$ cat config.mk
export PLATFORM = sky130hd
export DESIGN_NAME = seq_det_param_flat
export DESIGN_NICKNAME = d
export VERILOG_FILES = /design/src/rtl/seq_det_param_if.sv /design/src/rtl/seq_det_param.sv /design/src/flat_wrapper.sv
export SDC_FILE = /design/constraint.sdc
export NUM_CORES = 1
export LEC_CHECK = 0
export ABC_AREA = 1
export BUFFER_PORTS_ARGS = -buffer_cell sky130_fd_sc_hd__clkbuf_2
export CORE_UTILIZATION = 38
export CTS_BUF_LIST = sky130_fd_sc_hd__clkbuf_8 sky130_fd_sc_hd__clkbuf_16
export DETAILED_ROUTE_END_ITERATION = 8
export REMOVE_ABC_BUFFERS = 1
export SLEW_MARGIN = 0
export SYNTH_ARGS = -nofsm -noshare
export SYNTH_HDL_FRONTEND = slang
export SYNTH_SLANG_ARGS = --single-unit
$ cat constraint.sdc
create_clock -name clk -period 2.15 [get_ports clk]
set_input_delay 0.215 -clock clk [delete_from_list [all_inputs] [get_ports clk]]
set_output_delay 0.215 -clock clk [all_outputs]
set_load 0.01 [all_outputs]
$ cat src/rtl/seq_det_param_if.sv
// Bundle of serial input, runtime configuration and match outputs for seq_det_param.
// The master side drives the bit stream and configuration. The slave side is the detector.
interface seq_det_param_if #(
    parameter int MAX_LEN = 8,
    parameter int CNT_W   = 8
);
    logic               in_valid;
    logic               in_bit;
    logic               cfg_load;
    logic [MAX_LEN-1:0] cfg_pattern;
    logic [4:0]         cfg_len;
    logic               cfg_overlap;
    logic               cfg_moore;
    logic               out_match;
    logic [CNT_W-1:0]   match_cnt;

    modport master (
        output in_valid, in_bit, cfg_load, cfg_pattern, cfg_len, cfg_overlap, cfg_moore,
        input  out_match, match_cnt
    );

    modport slave (
        input  in_valid, in_bit, cfg_load, cfg_pattern, cfg_len, cfg_overlap, cfg_moore,
        output out_match, match_cnt
    );
endinterface

$ cat src/rtl/seq_det_param.sv
// Runtime-configurable serial pattern detector with overlap/non-overlap matching,
// Mealy/Moore output timing and a saturating match counter.
module seq_det_param #(
    parameter int MAX_LEN = 8,
    parameter int CNT_W   = 8
) (
    input  logic              clk,
    input  logic              rstn,
    seq_det_param_if.slave    bus
);
    localparam logic [4:0]         LEN_MAX  = 5'(MAX_LEN);
    localparam logic [4:0]         FILL_MAX = 5'(MAX_LEN - 1);
    localparam logic [MAX_LEN-1:0] PAT_RST  = MAX_LEN'(3'b101);
    localparam logic [CNT_W-1:0]   CNT_MAX  = '1;

    logic [MAX_LEN-1:0] r_pat;
    logic [4:0]         r_len;
    logic               r_ovl;
    logic               r_moore;
    // Only the newest MAX_LEN-1 bits can take part in a compare, so no more are kept.
    logic [MAX_LEN-2:0] r_hist;
    logic [4:0]         r_fill;
    logic [CNT_W-1:0]   r_cnt;
    logic               r_out_moore;

    logic [MAX_LEN-1:0] w_mask;
    logic [MAX_LEN-1:0] w_window;
    logic [4:0]         w_len_clamped;
    logic               w_match;
    logic               w_enough;
    logic               w_hit;

    generate
        for (genvar gi = 0; gi < MAX_LEN; gi++) begin : g_mask
            assign w_mask[gi] = (5'(gi) < r_len);
        end
    endgenerate

    assign w_window = {r_hist, bus.in_bit};
    assign w_match  = ((w_window ^ r_pat) & w_mask) == '0;
    assign w_enough = r_fill >= (r_len - 5'd1);
    // A bit arriving alongside reset or cfg_load is discarded, so it can never hit.
    assign w_hit    = rstn & bus.in_valid & ~bus.cfg_load & w_enough & w_match;

    always_comb begin
        w_len_clamped = bus.cfg_len;
        if (bus.cfg_len < 5'd2) begin
            w_len_clamped = 5'd2;
        end else if (bus.cfg_len > LEN_MAX) begin
            w_len_clamped = LEN_MAX;
        end
    end

    assign bus.out_match = r_moore ? r_out_moore : w_hit;
    assign bus.match_cnt = r_cnt;

    always_ff @(posedge clk) begin
        if (!rstn) begin
            r_pat       <= PAT_RST;
            r_len       <= 5'd3;
            r_ovl       <= 1'b0;
            r_moore     <= 1'b0;
            r_hist      <= '0;
            r_fill      <= '0;
            r_cnt       <= '0;
            r_out_moore <= 1'b0;
        end else if (bus.cfg_load) begin
            r_pat       <= bus.cfg_pattern;
            r_len       <= w_len_clamped;
            r_ovl       <= bus.cfg_overlap;
            r_moore     <= bus.cfg_moore;
            r_hist      <= '0;
            r_fill      <= '0;
            r_cnt       <= '0;
            r_out_moore <= 1'b0;
        end else begin
            r_out_moore <= w_hit & r_moore;
            if (bus.in_valid) begin
                r_hist <= w_window[MAX_LEN-2:0];
                // Non-overlapping: forget how many bits are valid so the next match starts fresh.
                if (w_hit && !r_ovl) begin
                    r_fill <= '0;
                end else if (r_fill != FILL_MAX) begin
                    r_fill <= r_fill + 5'd1;
                end
            end
            if (w_hit && (r_cnt != CNT_MAX)) begin
                r_cnt <= r_cnt + 1'b1;
            end
        end
    end
endmodule
$ cat src/flat_wrapper.sv
// flat-port wrapper written by rule: the top's interface ports become plain ports
module seq_det_param_flat 
#(
    parameter int MAX_LEN = 8,
    parameter int CNT_W   = 8
)
  (clk, rstn, bus_in_valid, bus_in_bit, bus_cfg_load, bus_cfg_pattern, bus_cfg_len, bus_cfg_overlap, bus_cfg_moore, bus_out_match, bus_match_cnt);
  seq_det_param_if #(.MAX_LEN(MAX_LEN), .CNT_W(CNT_W)) bus_i ();
  input  logic clk;
  input  logic rstn;
  input wire logic [$bits(bus_i.in_valid)-1:0] bus_in_valid;
  input wire logic [$bits(bus_i.in_bit)-1:0] bus_in_bit;
  input wire logic [$bits(bus_i.cfg_load)-1:0] bus_cfg_load;
  input wire logic [$bits(bus_i.cfg_pattern)-1:0] bus_cfg_pattern;
  input wire logic [$bits(bus_i.cfg_len)-1:0] bus_cfg_len;
  input wire logic [$bits(bus_i.cfg_overlap)-1:0] bus_cfg_overlap;
  input wire logic [$bits(bus_i.cfg_moore)-1:0] bus_cfg_moore;
  output wire logic [$bits(bus_i.out_match)-1:0] bus_out_match;
  output wire logic [$bits(bus_i.match_cnt)-1:0] bus_match_cnt;
  assign bus_i.in_valid = bus_in_valid;
  assign bus_i.in_bit = bus_in_bit;
  assign bus_i.cfg_load = bus_cfg_load;
  assign bus_i.cfg_pattern = bus_cfg_pattern;
  assign bus_i.cfg_len = bus_cfg_len;
  assign bus_i.cfg_overlap = bus_cfg_overlap;
  assign bus_i.cfg_moore = bus_cfg_moore;
  assign bus_out_match = bus_i.out_match;
  assign bus_match_cnt = bus_i.match_cnt;
  seq_det_param #(.MAX_LEN(MAX_LEN), .CNT_W(CNT_W)) u_core (.clk(clk), .rstn(rstn), .bus(bus_i));
endmodule
==> impl_metrics.json <==
{
  "status": "finished, violations left",
  "violations": "negative setup slack",
  "clkTransAtPathRegs_ps": 70,
  "reg2reg_slack_ps": -130,
  "numCtsBuffers": 5,
  "r2r_cells": 17,
  "holdCritStartpoint": "bus_cfg_pattern[6]",
  "slew_headroom_pct": 63.67,
  "drv_slew": 0,
  "grt_pass1_vias": 1627,
  "worst_slew_pin_slew_ps": 543.6,
  "drc": 0,
  "clk_latency_ps": 280,
  "yosys_warnings": 0,
  "min_to": "u_core.r_pat[6]",
  "worst_r2r_startpoint": "u_core.r_len[0]",
  "root_buffer": "clkbuf_8",
  "coreArea_mm2": 0.004848,
  "cts_buffer_depth": 2,
  "wl_per_cell_um": 10.98,
  "multiInputGateArea_mm2": 0.001150,
  "synth_top_area_share_pct": 36.81,
  "grt_max_degree": 23,
  "row_count": 25,
  "grt_overflow": 0,
  "worstSetupPathType": "reg2out",
  "place.gp.congestion": 0.7821,
  "portBuffers": 28,
  "via_per_inst": 4.630,
  "synthFlopType": "dfxtp_1",
  "grt_util_all_layers_pct": 17.78,
  "drt_iter0_markers": 65,
  "max_cap_violations": 0,
  "num_io_pins": 29,
  "power_uw": 1409,
  "vias": 1815,
  "syn_area_mm2": 0.001958,
  "initial_core_util_pct": 40.39,
  "finalWorstSetupSlack_ps": -239.8,
  "fp.dieW_um": 73.79,
  "syn_inst": 278,
  "die_y_um": 73.79,
  "worst_clock_skew_ps": 4.765,
  "critPathCaptureType": "output pin",
  "dp_hpwl_um": 3082,
  "min_period_over_period_pct": 111.2,
  "p_leak_uw": 0.001126,
  "ys_seq_area_share_pct": 36.81,
  "synthArstFlopShare_pct": 0,
  "dieArea_mm2": 0.005444,
  "ys_seq_elements": 36,
  "required_ps": 1930,
  "cellPowerDensity_mw_per_mm2": 567.8,
  "synth.area.top_cells": "dfxtp_1, nand2_1, inv_1, ha_1, o21ai_0",
  "synth-edff-count": 0,
  "timing.fmax_ghz": 0.4184,
  "crit_path_start_kind": "flip-flop",
  "yosysTopAreaCell": "dfxtp_1",
  "first_pass_iters": 5,
  "hp-class": "in2reg",
  "final_hold_viol_count": 0,
  "rsz0062_at_grt": "yes",
  "whs_path_depth": 3,
  "place_inst": 378,
  "arrival_ps": 2170,
  "regArea_um2": 724.4,
  "worstPathMaxFanout": 2,
  "cts_tree": "built",
  "synthDistinctLibCells": 29,
  "antenna_found_initial": 0,
  "drive_gt1_share_pct": 27.38,
  "dp_slack_ps": -46.20,
  "areaGrowthSynthToFinish_pct": 26.71,
  "cts.sinks": 36,
  "fill_cells": 513,
  "avgSynthCellArea_um2": 7.044,
  "ant_nets": 0,
  "setup_viol": 9,
  "min_period_ps": 2390,
  "ir_worst_vdd_uv": 443.6,
  "nets": 353,
  "grt_pass1_wl_um": 7286,
  "drt_wl_total_um": 4304,
  "final_cells": 392,
  "diodes": 0,
  "worstReg2RegEnd": "u_core.bus.match_cnt[2]",
  "htree_levels": 2
}
-- cell usage after synthesis, drive strengths merged (4+ instances only) --
cell and count:
xnor2 5, nand2 83, dfxtp 36, inv 38, nor3 4, xor2 6, nand4 4, o21ai 20
a21oi 17, nor2 23, buf 4, nand3 18, ha 9
-- report_power, final --
part           total [uW]  switching (uW)  internal, uW
Sequential            707            15.5           691
Clock                 489             237           252
Combinational         213             121          91.8
Total                1410             374          1030
-- through the flow --
stage / util (%) / area [um2] / hold WS (ps) / setup TNS, ps
2_1_floorplan: - / 1918 / 306.5 / -905.3
3_3_place_gp: 46.04 / 2232 / 411.5 / -16.77
3_5_place_dp: 46.04 / 2232 / 419.8 / -82.75
4_1_cts: 49.86 / 2417 / 122.4 / -239.1
5_1_grt: 51.17 / 2481 / 129.2 / -2714
6_report: 51.17 / 2481 / 126.9 / -972.1
-- kinds of logic (layout without fill, tap and decap cells) --
kind of cell	after synthesis	after routing	synth area share [%]
buf+inv	45	92	9.329
xor+xnor	11	11	4.920
simple gates	133	133	30.86
fa+ha+maj	9	9	5.751
compound gates	44	44	12.33
flops	36	36	36.81
-- state kept, by name, indices dropped and copies added, names as in the netlist --
signal	cells
u_core.bus.match_cnt	8
u_core.r_fill	5
u_core.r_hist	7
u_core.r_len	5
u_core.r_moore	1
u_core.r_out_moore	1
u_core.r_ovl	1
u_core.r_pat	8
-- worst max path at each step --
stage,start,endpoint,slack (ps),cells past startpoint
after floorplan,u_core.r_len[0],bus_out_match,-180,13
after global placement,u_core.r_len[0],bus_out_match,-20,14
after detailed placement,u_core.r_len[0],bus_out_match,-50,14
after CTS,u_core.r_len[1],bus_out_match,-240,14
after global routing,u_core.r_len[0],bus_out_match,-430,14
final,u_core.r_len[0],bus_out_match,-240,14
-- placed cells by master (no fill, tap or decap), types with 2 or more instances in the layout --
cell type / count
xnor2_1: 4
a31oi_1: 2
o21ai_0: 18
nand2_4: 2
clkbuf_8: 6
inv_1: 37
o22a_1: 2
nor2_1: 19
nor2_2: 3
o21ai_2: 2
dfxtp_1: 33
nand3_1: 9
clkbuf_2: 27
a21oi_2: 5
nor3_1: 3
nand3_4: 2
nand4_1: 4
buf_6: 4
nand2_1: 75
buf_4: 14
dfxtp_2: 3
inv_2: 3
nand2_2: 6
ha_1: 8
xor2_1: 6
nand3_2: 7
o211ai_1: 3
a21oi_1: 12
-- layout make-up --
class                      count  share of cell area [%]
sequential                    36                   29.20
multi-input combinational    197                   46.34
clock inverter                 2                  0.3026
clock buffer                   6                   3.328
tap                           67                   3.379
inverter                      38                   5.749
timing repair buffer          46                   11.70
-- what timing repair did --
item | 4_1_cts | 5_1_grt
setup endpoints to repair | 10 | 14
pin swaps | 13 | 11
hold buffers | 0 | 0
endpoints found under the hold margin | 0 | 0
resized for setup | 17 | 15
cloned | 1 | 0
setup buffers | 6 | 1
-- worst max-delay path, stage by stage (launching register included) --
cell and delay, ps:
dfxtp_2 330, inv_2 50, ha_4 160, buf_6 110
xnor2_2 120, ha_1 290, nand2_1 50, nor2_1 90
nand2_1 70, nand3_2 60, nand2_2 70, nor3_4 200
inv_2 60, o21ai_2 90, buf_2 130
-- routing by layer --
layer  GRT usage, %  share of wire, %  vias to the layer above
met5              0                 0                        -
met3          4.252               3.4                        5
met2          29.36                46                       34
met4          5.128               1.1                        0
met1          22.94                50                      801
li1               -                 -                      975
No activity file was read; power rests on OpenSTA's default activity.
